**config.mk**
```make
export PLATFORM = sky130hd
export DESIGN_NAME = serial_parity_framer_flat
export DESIGN_NICKNAME = d
export VERILOG_FILES = /design/src/rtl/serial_parity_framer_pkg.sv /design/src/rtl/serial_parity_framer_if.sv /design/src/rtl/serial_parity_framer_acc.sv /design/src/rtl/serial_parity_framer.sv /design/src/flat_wrapper.sv
export SDC_FILE = /design/constraint.sdc
export NUM_CORES = 1
export LEC_CHECK = 0
export BUFFER_PORTS_ARGS = -buffer_cell sky130_fd_sc_hd__clkbuf_2
export CAP_MARGIN = 20
export CORE_MARGIN = 2
export CORE_UTILIZATION = 30
export CTS_CLUSTER_SIZE = 30
export DETAILED_ROUTE_END_ITERATION = 8
export PLACE_DENSITY_LB_ADDON = 0.05
export SLEW_MARGIN = 20
export SYNTH_ARGS = -nofsm -noshare
export SYNTH_HDL_FRONTEND = slang
export SYNTH_SLANG_ARGS = --single-unit
```
**constraint.sdc**
```tcl
create_clock -name clk -period 1.6 [get_ports clk]
set_clock_uncertainty 0.15 [all_clocks]
set_input_delay 0.16 -clock clk [delete_from_list [all_inputs] [get_ports clk]]
set_output_delay 0.16 -clock clk [all_outputs]
set_load 0.005 [all_outputs]
```
**src/rtl/serial_parity_framer_pkg.sv**
```systemverilog
// parity_pkg: FSM state type and parity/mode constants shared by the framer and its bench
package parity_pkg;
  typedef enum logic [0:0] {S_DATA, S_PARITY} pf_state_t;
  localparam logic PAR_EVEN = 1'b0;
  localparam logic PAR_ODD = 1'b1;
  localparam logic MODE_GEN = 1'b0;
  localparam logic MODE_CHK = 1'b1;
endpackage

```
**src/rtl/serial_parity_framer_if.sv**
```systemverilog
// serial_parity_framer_if: mode select, in_valid/in_ready/in_bit input handshake and registered out_* stream
interface serial_parity_framer_if;
  logic odd;
  logic check;
  logic in_valid;
  logic in_bit;
  logic in_ready;
  logic out_valid;
  logic out_bit;
  logic out_is_parity;
  logic frame_done;
  logic parity_err;
  modport master (
    output odd, check, in_valid, in_bit,
    input  in_ready, out_valid, out_bit, out_is_parity, frame_done, parity_err
  );
  modport slave (
    input  odd, check, in_valid, in_bit,
    output in_ready, out_valid, out_bit, out_is_parity, frame_done, parity_err
  );
endinterface

```
**src/rtl/serial_parity_framer_acc.sv**
```systemverilog
// parity_acc: XOR accumulator (clk, reset, clear loads d, en xors d, acc running parity)
module parity_acc (
  input  logic clk,
  input  logic reset,
  input  logic clear,
  input  logic en,
  input  logic d,
  output logic acc
);
  logic acc_q, acc_d;
  always_comb acc_d = clear ? d : en ? acc_q ^ d : acc_q;
  always_ff @(posedge clk) acc_q <= reset ? 1'b0 : acc_d;
  assign acc = acc_q;
endmodule

```
**src/rtl/serial_parity_framer.sv**
```systemverilog
// serial_parity_framer: serial parity generate/check framer (clk, sync reset, bus: odd/check mode, in handshake, registered out stream)
module serial_parity_framer #(
  parameter int DATA_BITS = 8
) (
  input logic clk,
  input logic reset,
  serial_parity_framer_if.slave bus
);
  import parity_pkg::*;
  localparam int CW = $clog2(DATA_BITS + 1);
  localparam logic [CW-1:0] LAST = CW'(DATA_BITS - 1);
  localparam logic [CW-1:0] PIDX = CW'(DATA_BITS);
  pf_state_t state_q, state_d;
  logic [CW-1:0] cnt_q, cnt_d;
  logic odd_q, odd_d, check_q, check_d;
  logic out_valid_q, out_valid_d, out_bit_q, out_bit_d;
  logic out_is_parity_q, out_is_parity_d, frame_done_q, frame_done_d, parity_err_q, parity_err_d;
  logic acc, accept, first, chk, par_slot, gen_par, gen_last, exp_par;
  assign bus.in_ready = !reset && state_q == S_DATA;
  assign accept = bus.in_valid && bus.in_ready;
  assign first = cnt_q == '0;
  parity_acc u_acc (
    .clk(clk),
    .reset(reset),
    .clear(accept && first),
    .en(accept && !first && !par_slot),
    .d(bus.in_bit),
    .acc(acc)
  );
  always_comb begin
    odd_d = accept && first ? bus.odd : odd_q;
    check_d = accept && first ? bus.check : check_q;
    chk = check_d == MODE_CHK;
    par_slot = accept && chk && cnt_q == PIDX;
    gen_last = accept && !chk && cnt_q == LAST;
    gen_par = state_q == S_PARITY;
    exp_par = acc ^ (odd_q == PAR_ODD);
    state_d = gen_par ? S_DATA : gen_last ? S_PARITY : state_q;
    cnt_d = !accept ? cnt_q : (par_slot || gen_last) ? '0 : cnt_q + 1'b1;
    out_valid_d = accept || gen_par;
    out_bit_d = accept ? bus.in_bit : gen_par ? exp_par : 1'b0;
    out_is_parity_d = gen_par || par_slot;
    frame_done_d = gen_par || par_slot;
    parity_err_d = par_slot && (bus.in_bit ^ exp_par);
  end
  always_ff @(posedge clk) begin
    if (reset) begin
      state_q <= S_DATA;
      cnt_q <= '0;
      odd_q <= PAR_EVEN;
      check_q <= MODE_GEN;
      out_valid_q <= 1'b0;
      out_bit_q <= 1'b0;
      out_is_parity_q <= 1'b0;
      frame_done_q <= 1'b0;
      parity_err_q <= 1'b0;
    end else begin
      state_q <= state_d;
      cnt_q <= cnt_d;
      odd_q <= odd_d;
      check_q <= check_d;
      out_valid_q <= out_valid_d;
      out_bit_q <= out_bit_d;
      out_is_parity_q <= out_is_parity_d;
      frame_done_q <= frame_done_d;
      parity_err_q <= parity_err_d;
    end
  end
  assign bus.out_valid = out_valid_q;
  assign bus.out_bit = out_bit_q;
  assign bus.out_is_parity = out_is_parity_q;
  assign bus.frame_done = frame_done_q;
  assign bus.parity_err = parity_err_q;
endmodule

```
**src/flat_wrapper.sv**
```systemverilog
// flat-port wrapper written by rule: the top's interface ports become plain ports
module serial_parity_framer_flat import parity_pkg::*;
#(
  parameter int DATA_BITS = 8
)
  (clk, reset, bus_odd, bus_check, bus_in_valid, bus_in_bit, bus_in_ready, bus_out_valid, bus_out_bit, bus_out_is_parity, bus_frame_done, bus_parity_err);
  serial_parity_framer_if bus_i ();
  input logic clk;
  input logic reset;
  input wire logic [$bits(bus_i.odd)-1:0] bus_odd;
  input wire logic [$bits(bus_i.check)-1:0] bus_check;
  input wire logic [$bits(bus_i.in_valid)-1:0] bus_in_valid;
  input wire logic [$bits(bus_i.in_bit)-1:0] bus_in_bit;
  output wire logic [$bits(bus_i.in_ready)-1:0] bus_in_ready;
  output wire logic [$bits(bus_i.out_valid)-1:0] bus_out_valid;
  output wire logic [$bits(bus_i.out_bit)-1:0] bus_out_bit;
  output wire logic [$bits(bus_i.out_is_parity)-1:0] bus_out_is_parity;
  output wire logic [$bits(bus_i.frame_done)-1:0] bus_frame_done;
  output wire logic [$bits(bus_i.parity_err)-1:0] bus_parity_err;
  assign bus_i.odd = bus_odd;
  assign bus_i.check = bus_check;
  assign bus_i.in_valid = bus_in_valid;
  assign bus_i.in_bit = bus_in_bit;
  assign bus_in_ready = bus_i.in_ready;
  assign bus_out_valid = bus_i.out_valid;
  assign bus_out_bit = bus_i.out_bit;
  assign bus_out_is_parity = bus_i.out_is_parity;
  assign bus_frame_done = bus_i.frame_done;
  assign bus_parity_err = bus_i.parity_err;
  serial_parity_framer #(.DATA_BITS(DATA_BITS)) u_core (.clk(clk), .reset(reset), .bus(bus_i));
endmodule
```
Word-level counts from Yosys, hierarchy flattened
Index checks and enable logic that the tools add are counted.
- add/sub/neg operators: 1
- eq/ne operators: 2
- multiplexer cells: 7
- bitwise operators: 4
- reduce and logical (&&, ||, !) cells: 20
- operator list (operator ; count):
    $logic_and 1x1->1 ; 10
    $mux 1 ; 6
    $add 4x1->4 const B ; 1
    $eq 4x3->1 const B ; 1
    $eq 4x4->1 const B ; 1
    $logic_not 1->1 ; 4
    $logic_not 4->1 ; 1
    $mux 4 ; 1
    $logic_or 1x1->1 ; 3
    $xor 1x1->1 ; 3
    $reduce_bool 2->1 ; 1
    $reduce_or 2->1 ; 1
    $not 1->1 ; 1
- register bits: 12
- output and inout bits: 6

Longest topological paths before layout
Gate-level depths: netlist (run 1).
- depth after elaboration: 11
- depth in mapped cells: 6

Hierarchy
Synthesis (run 1) repeated with hierarchy kept, for this count alone.
- cell total of the unflattened synthesis: 62
- area, all modules: 578.1 sq um
- by module, submodules not included (module ; instances ; cells each ; area each (sq um) ; seq. area each (sq um)):
    serial_parity_framer ; 1 ; 56 ; 530.5 ; 220.2
    parity_acc ; 1 ; 6 ; 47.5 ; 20.0

Worst setup path before layout (run 1)
OpenSTA, ideal clock, no wires.
- path kind: flip-flop to flip-flop
- start point: reg u_core.state_q, in the netlist u_core.gen_par
- end point: reg u_core.cnt_q[3]
- setup time: 0.074 ns
- arrival: 1.436 ns
- data required time: 1.376 ns
- slack: -0.061 ns
- stages on the path, launching flop included: 5
- buffers on the path: 1
- cells stage by stage: dfxtp_1 or3b_1 clkbuf_2 or4b_1 a31oi_1
- word-level cells in the longest chain between the ends: 10
- elaborated cells between the ends (all ways): 12
- RTL lines (item ; RTL line ; text):
    from (decl) ; serial_parity_framer.sv:13 ; pf_state_t state_q, state_d;
    from (signal assigned) ; serial_parity_framer.sv:58 ; state_q <= state_d;
    $not 1->1 * ; serial_parity_framer.sv:19 ; assign bus.in_ready = !reset && state_q == S_DATA;
    $logic_and 1x1->1 * ; serial_parity_framer.sv:19 ;
    $logic_and 1x1->1 * ; serial_parity_framer.sv:20 ; assign accept = bus.in_valid && bus.in_ready;
    $logic_and 1x1->1 ; serial_parity_framer.sv:32 ; check_d = accept && first ? bus.check : check_q;
    $mux 1 ; serial_parity_framer.sv:32 ;
    $logic_not 1->1 ; serial_parity_framer.sv:35 ; gen_last = accept && !chk && cnt_q == LAST;
    $logic_and 1x1->1 (2 in a row) ; serial_parity_framer.sv:35 ;
    $logic_or 1x1->1 ; serial_parity_framer.sv:39 ; cnt_d = !accept ? cnt_q : (par_slot || gen_last) ? '0 : cnt_q + 1'b1;
    $mux 4 ; serial_parity_framer.sv:39 ;
    to (signal assigned) ; serial_parity_framer.sv:59 ; cnt_q <= cnt_d;
    to (decl) ; serial_parity_framer.sv:14 ; logic [CW-1:0] cnt_q, cnt_d;
Every way passes the cells marked *; elsewhere a longest branch is shown, timed or not.
A chain may end at the register's enable or synchronous reset.

Worst setup path after layout (run 1)
- start point: reg u_core.cnt_q[0]
- end point: reg u_core.odd_q
- word-level cells in the longest chain between the ends: 2
- RTL lines (item ; RTL line ; text):
    $logic_not 4->1 ; serial_parity_framer.sv:21 ; assign first = cnt_q == '0;
    $logic_and 1x1->1 ; serial_parity_framer.sv:31 ; odd_d = accept && first ? bus.odd : odd_q;
    to (signal assigned) ; serial_parity_framer.sv:50 ; odd_q <= PAR_EVEN;
    to (signal assigned) ; serial_parity_framer.sv:60 ; odd_q <= odd_d;
    to (decl) ; serial_parity_framer.sv:15 ; logic odd_q, odd_d, check_q, check_d;
Every way passes these cells.

==> results of run 1 <==
[through the flow]
step	utilization [%]	worst slack, ps	instance area (um2)
6_report	43.8	82.4	757
5_1_grt	43.8	-1.64	757
4_1_cts	42.5	39.1	733
3_5_place_dp	39.2	38.7	677
3_3_place_gp	39.2	27.5	677
2_1_floorplan	-	-22.0	547
[power by group]
group | leakage [nW] | total [mW] | switching (mW) | internal, mW
sequential | 0.0986 | 0.315 | 0.00689 | 0.308
clock | 0.0210 | 0.238 | 0.100 | 0.138
combinational | 0.210 | 0.0805 | 0.0368 | 0.0436
total | 0.330 | 0.634 | 0.144 | 0.490
[kinds of logic (layout without fill, tap and decap cells)]
group / count (synthesis) / count (layout)
and+or+nand+nor: 28 / 28
DFF: 12 / 12
AOI/OAI and AO/OA: 10 / 10
buffers and inverters: 7 / 29
adders and majority gates: 2 / 2
xor gates and xnor gates: 2 / 2
muxes: 2 / 2
[flip-flops by register name, indices dropped and copies added (netlist names)]
register / count
u_core.gen_par: 1
u_core.odd_q: 1
u_core.u_acc.acc: 1
u_core.check_q: 1
u_core.bus.out_valid: 1
u_core.bus.out_is_parity: 1
u_core.cnt_q: 4
u_core.bus.parity_err: 1
u_core.bus.out_bit: 1
[worst max-delay path, stage by stage, from the launching register on]
cell	delay (ps)
dfxtp_2	340
inv_1	80
ha_2	220
nand2b_4	60
or3_4	380
mux2i_1	150
nor2_1	50
[Yosys cell counts]
library cell and instances:
nand3_1 2, nor3_1 1, nand4b_1 2, or3b_1 1, nor2_1 8, clkbuf_1 1, a21oi_1 5, and2b_1 1
o32ai_1 1, dfxtp_1 12, mux2i_1 2, or4b_1 1, a31oi_1 2, nand2_1 6, xnor2_1 1, a211oi_1 1
nor3b_1 1, clkbuf_2 1, a22oi_1 1, buf_4 1, xor2_1 1, inv_1 4, ha_1 2, or3_1 2
nand2b_1 1, nand4_1 2
[area by class of cell]
cell class / count / area (um2) / share of cell area, %
Tap cell: 25 / 31.3 / 4.13
Timing Repair Buffer: 21 / 135 / 17.9
Clock buffer: 4 / 36.3 / 4.79
Multi-Input combinational cell: 44 / 297 / 39.2
Inverter: 4 / 15.0 / 1.98
Sequential cell: 12 / 243 / 32.1
[what timing repair did]
| action | in CTS | in global routing |
|---|---|---|
| endpoints found under the setup margin | 0 | 5 |
| endpoints found under the hold margin | 2 | 0 |
| hold buffers | 2 | 0 |
| resized for setup | 0 | 6 |
[routing by layer]
layer | global-route usage (%) | share of wire (%) | wire length (um)
met4 | 5.00 | 1.1 | 13
met3 | 7.45 | 5.9 | 70
met2 | 17.2 | 44 | 524
met5 | 0 | 0 | 0
met1 | 15.4 | 48 | 573
[worst max-delay path by stage]
stage,cells after the start,end
after floorplan,4,u_core.cnt_q[3]
after global placement,6,u_core.check_q
after detailed placement,6,u_core.odd_q
after CTS,6,u_core.odd_q
after global routing,6,u_core.odd_q
final,6,u_core.odd_q
==> impl_metrics.env, run 1 <==
export IMPL_status="finished clean"
export IMPL_ff2ff_setup_slack_ps=80
export IMPL_synth_top_family_by_area="simple AND/OR/NAND/NOR gates"
export IMPL_crit_required_ps=1620
export IMPL_drt_pass1_iter_count=4
export IMPL_grt_pass1_vias=426
export IMPL_die_h_um=46.6
export IMPL_hold_depth=3
export IMPL_path_clk_slew_ps=80
export IMPL_syn2layout_area_growth_pct=38.8
export IMPL_synth_area_mux_share_pct=3.67
export IMPL_post_cts_setup_buffers=0
export IMPL_synth_area_um2=546
export IMPL_fill_cells=182
export IMPL_timing_rr_end="u_core.odd_q"
export IMPL_ys_ff_latch=12
export IMPL_synth_fp_nets=71
export IMPL_grt_start_max_net_pins=12
export IMPL_avgSynthCellArea_um2=8.66
export IMPL_start_util_pct=31.6
export IMPL_worstReg2RegStart="u_core.cnt_q[0]"
export IMPL_place_inst=104
export IMPL_synth_distinct_cells=26
export IMPL_r2r_cells=6
export IMPL_power_mw=0.634
export IMPL_period_needed_ps=1520
export IMPL_ir_drop_mv=0.401
export IMPL_slew_headroom_pct=84.0
export IMPL_synth_adder_area_share_pct=4.59
export IMPL_worst_pin_slew_ps=240
export IMPL_setup_violations_final=0
export IMPL_num_vias=504
export IMPL_die_w_um=46.6
export IMPL_cts_tree="yes"
export IMPL_final_common_cell="clkbuf_2"
export IMPL_nets=94
export IMPL_cts_buffers=3
export IMPL_cap_violations=0
export IMPL_io_buffers=11
export IMPL_ctsLongestPathBuffers=2
export IMPL_setup_worst_path_start_class="register"
export IMPL_row_count=15
export IMPL_powerDensity_nw_per_um2=838
export IMPL_fin_cells=110
export IMPL_drive_gt1_share_pct=35.3
export IMPL_insertion_delay_ps=270
export IMPL_power_leakage_nw=0.330
export IMPL_grt_pass1_wl_um=1810
export IMPL_synth_top_area_share_pct=44.0
export IMPL_avgViaCountPerCell=4.58
export IMPL_holdPathEnd="u_core.bus.parity_err"
export IMPL_layout_common_cells="clkbuf_2 (11), dfxtp_1 (10), nor2_1 (8), buf_4 (8), nand2_1 (6)"
export IMPL_drt_total_wl_um=1180
export IMPL_timing_hold_ws_ps=60.8
export IMPL_post_route_drc_count=0
export IMPL_hpwlAfterDp_um=860
export IMPL_io_pins=12
export IMPL_synth_area_leaders="dfxtp_1 (44%), nor2_1 (5.5%), a21oi_1 (4.6%)"
export IMPL_h_tree_depth=1
export IMPL_synth_xor_xnor_area_share_pct=3.21
export IMPL_antenna_found_initial=0
export IMPL_cp_startpoint="u_core.cnt_q[0]"
export IMPL_avgRoutedWirePerCell_um=10.7
export IMPL_syn_inst=63
export IMPL_hold_violations=0
export IMPL_cp_arrival_ps=1540
export IMPL_root_buffer="clkbuf_4"
export IMPL_min_delay_start="bus_in_bit"
export IMPL_max_freq_mhz=659
export IMPL_core_area_um2=1730
export IMPL_yosysWarnings=0
export IMPL_seq_area_frac_synth_pct=44.0
export IMPL_grt_ovfl_total=0
export IMPL_gp_congestion=0.725
export IMPL_cts_num_sinks=12
export IMPL_critPathMaxFanout=4
export IMPL_dieArea_um2=2180
export IMPL_hold_path_class="in -> reg"
export IMPL_antennaDiodeCount=0
export IMPL_ant_nets=0
export IMPL_yosys_area_share_simple_pct=27.5
export IMPL_tns_ps=0
export IMPL_drt_initial_drc_count=4
export IMPL_drv_slew=0
export IMPL_period_share_pct=94.8
export IMPL_synth_compound_area_share_pct=11.2
export IMPL_critical_path_class="reg -> reg"
export IMPL_cp_end_kind="register"
export IMPL_yosys_area_top_type="dfxtp_1"
export IMPL_grt_usage_pct=12.4
(Power assumes the default switching activity.)
==> run 2: changes to the inputs <==
Settings changed: SETUP_SLACK_MARGIN from default to 0.1.
==> run 2 against run 1 <==
Worst hold slack better by 21 ps. Maximum frequency up 0.48%. Sequential cell count unchanged. Largest power group unchanged.
==> impl_metrics.env, run 2 (synthesized netlist as in run 1, its figures left out) <==
export IMPL_status="finished clean"
export IMPL_avgViaCountPerCell=4.61
export IMPL_power_leakage_nw=0.345
export IMPL_period_needed_ps=1510
export IMPL_rsz0062_at_grt="yes"
export IMPL_syn2layout_area_growth_pct=46.1
export IMPL_ant_nets=0
export IMPL_largest_reg_flops=4
export IMPL_hold_path_class="in -> reg"
export IMPL_post_route_drc_count=0
export IMPL_path_clk_slew_ps=70
export IMPL_grt_ovfl_total=0
export IMPL_final_area_um2=797
export IMPL_row_count=15
export IMPL_cpLargestDelayFamily="simple AND/OR/NAND/NOR gates"
export IMPL_crit_required_ps=1650
export IMPL_critical_path_class="reg -> reg"
export IMPL_cts_tree="yes"
export IMPL_drt_total_wl_um=1210
export IMPL_cp_arrival_ps=1560
export IMPL_largest_register="u_core.cnt_q"
export IMPL_slowest_stage="or4b_1"
export IMPL_powerDensity_nw_per_um2=740
export IMPL_gp_congestion=0.725
export IMPL_place_inst=104
export IMPL_setup_violations_final=0
export IMPL_drt_initial_drc_count=6
export IMPL_slew_headroom_pct=81.8
export IMPL_max_stage_delay_ps=470
export IMPL_drv_slew=0
export IMPL_hold_violations=0
export IMPL_drive_gt1_share_pct=47.1
export IMPL_cap_violations=0
export IMPL_num_vias=516
export IMPL_root_buffer="clkbuf_4"
export IMPL_critPathBufInv=0
export IMPL_dieArea_um2=2180
export IMPL_die_w_um=46.6
export IMPL_grt_usage_pct=13.3
export IMPL_grt_pass1_vias=441
export IMPL_crit_chain="or3b_4 > or4b_1 > a31oi_1"
export IMPL_post_route_worst_setup_slack_ps=89.6
export IMPL_period_share_pct=94.4
export IMPL_cts_buffers=3
export IMPL_die_h_um=46.6
export IMPL_critPathMaxFanout=4
export IMPL_setup_worst_path_start_class="register"
export IMPL_cp_end_kind="register"
export IMPL_grt_pass1_wl_um=1880
export IMPL_nets=97
export IMPL_avgRoutedWirePerCell_um=10.8
export IMPL_ir_drop_mv=0.502
export IMPL_max_freq_mhz=662
export IMPL_grt_start_max_net_pins=12
export IMPL_core_area_um2=1730
export IMPL_worst_pin_slew_ps=273
export IMPL_hpwlAfterDp_um=866
export IMPL_io_buffers=11
export IMPL_insertion_delay_ps=270
export IMPL_layout_common_cells="clkbuf_2 (11), buf_4 (11), dfxtp_1 (9)"
export IMPL_antenna_found_initial=0
export IMPL_drt_pass1_iter_count=4
export IMPL_io_pins=12
export IMPL_cts_num_sinks=12
export IMPL_antennaDiodeCount=0
export IMPL_fin_cells=112
export IMPL_dpl_worst_slack_ps=38.9
export IMPL_ctsLongestPathBuffers=2
export IMPL_start_util_pct=31.6
export IMPL_dpl_instance_area_um2=677
export IMPL_h_tree_depth=1
==> run 2: layout make-up <==
| cell class | instances | area, um2 |
|---|---|---|
| clock buffers | 3 | 22.5 |
| fillers | 181 | 930 |
| inverters | 4 | 15.0 |
| multi-input cells | 44 | 327 |
| flip-flops and latches | 12 | 244 |
| well taps | 25 | 31.3 |
| repair buffers | 24 | 158 |
==> run 2: tightest hold or removal path, stage by stage <==
cell and delay (ps):
clkbuf_2 140, xnor2_1 120, nor3_1 40
==> run 2: worst paths after layout <==
kind / slack (ps) / start / endpoint / cells past startpoint
max: 90 / u_core.gen_par / u_core.cnt_q[3] / 3
min: 80 / bus_in_bit / u_core.bus.parity_err / 3
max reg2reg: 90 / u_core.gen_par / u_core.cnt_q[3] / 3
min reg2reg: 330 / u_core.cnt_q[1] / u_core.cnt_q[1] / 2
==> run 2: stage by stage <==
step	hold WS (ps)	setup TNS [ps]	power, mW	util (%)
after CTS	64.1	0	0.589	43.0
final	81.6	0	0.590	46.2
after floorplan	82.8	-62.5	0.361	-
after global placement	246	0	0.392	39.2
after global routing	90.7	0	0.626	46.2
after detailed placement	250	0	0.391	39.2
==> run 2: repair_timing <==
item / 4_1_cts / 5_1_grt
hold buffers: 2 / 0
endpoints found under the hold margin: 2 / 0
pin swaps: 1 / 4
resized for setup: 5 / 11
buffers inserted: 1 / 2
endpoints found under the setup margin: 4 / 5
==> run 2: power by group <==
group / internal [mW] / leakage, nW / switching (mW)
sequential: 0.308 / 0.0991 / 0.00711
combinational: 0.0505 / 0.232 / 0.0403
clock: 0.0871 / 0.0138 / 0.0962
==> run 2: metal layers <==
metal / share of wire, % / up-vias / routed length (um) / global-route usage (%)
met5: 0 / - / 0 / 0
met4: 1.2 / 0 / 15 / 6.67
met3: 6.1 / 2 / 74 / 7.06
met2: 46 / 15 / 551 / 20.0
met1: 47 / 230 / 564 / 15.3
li1: - / 269 / - / -
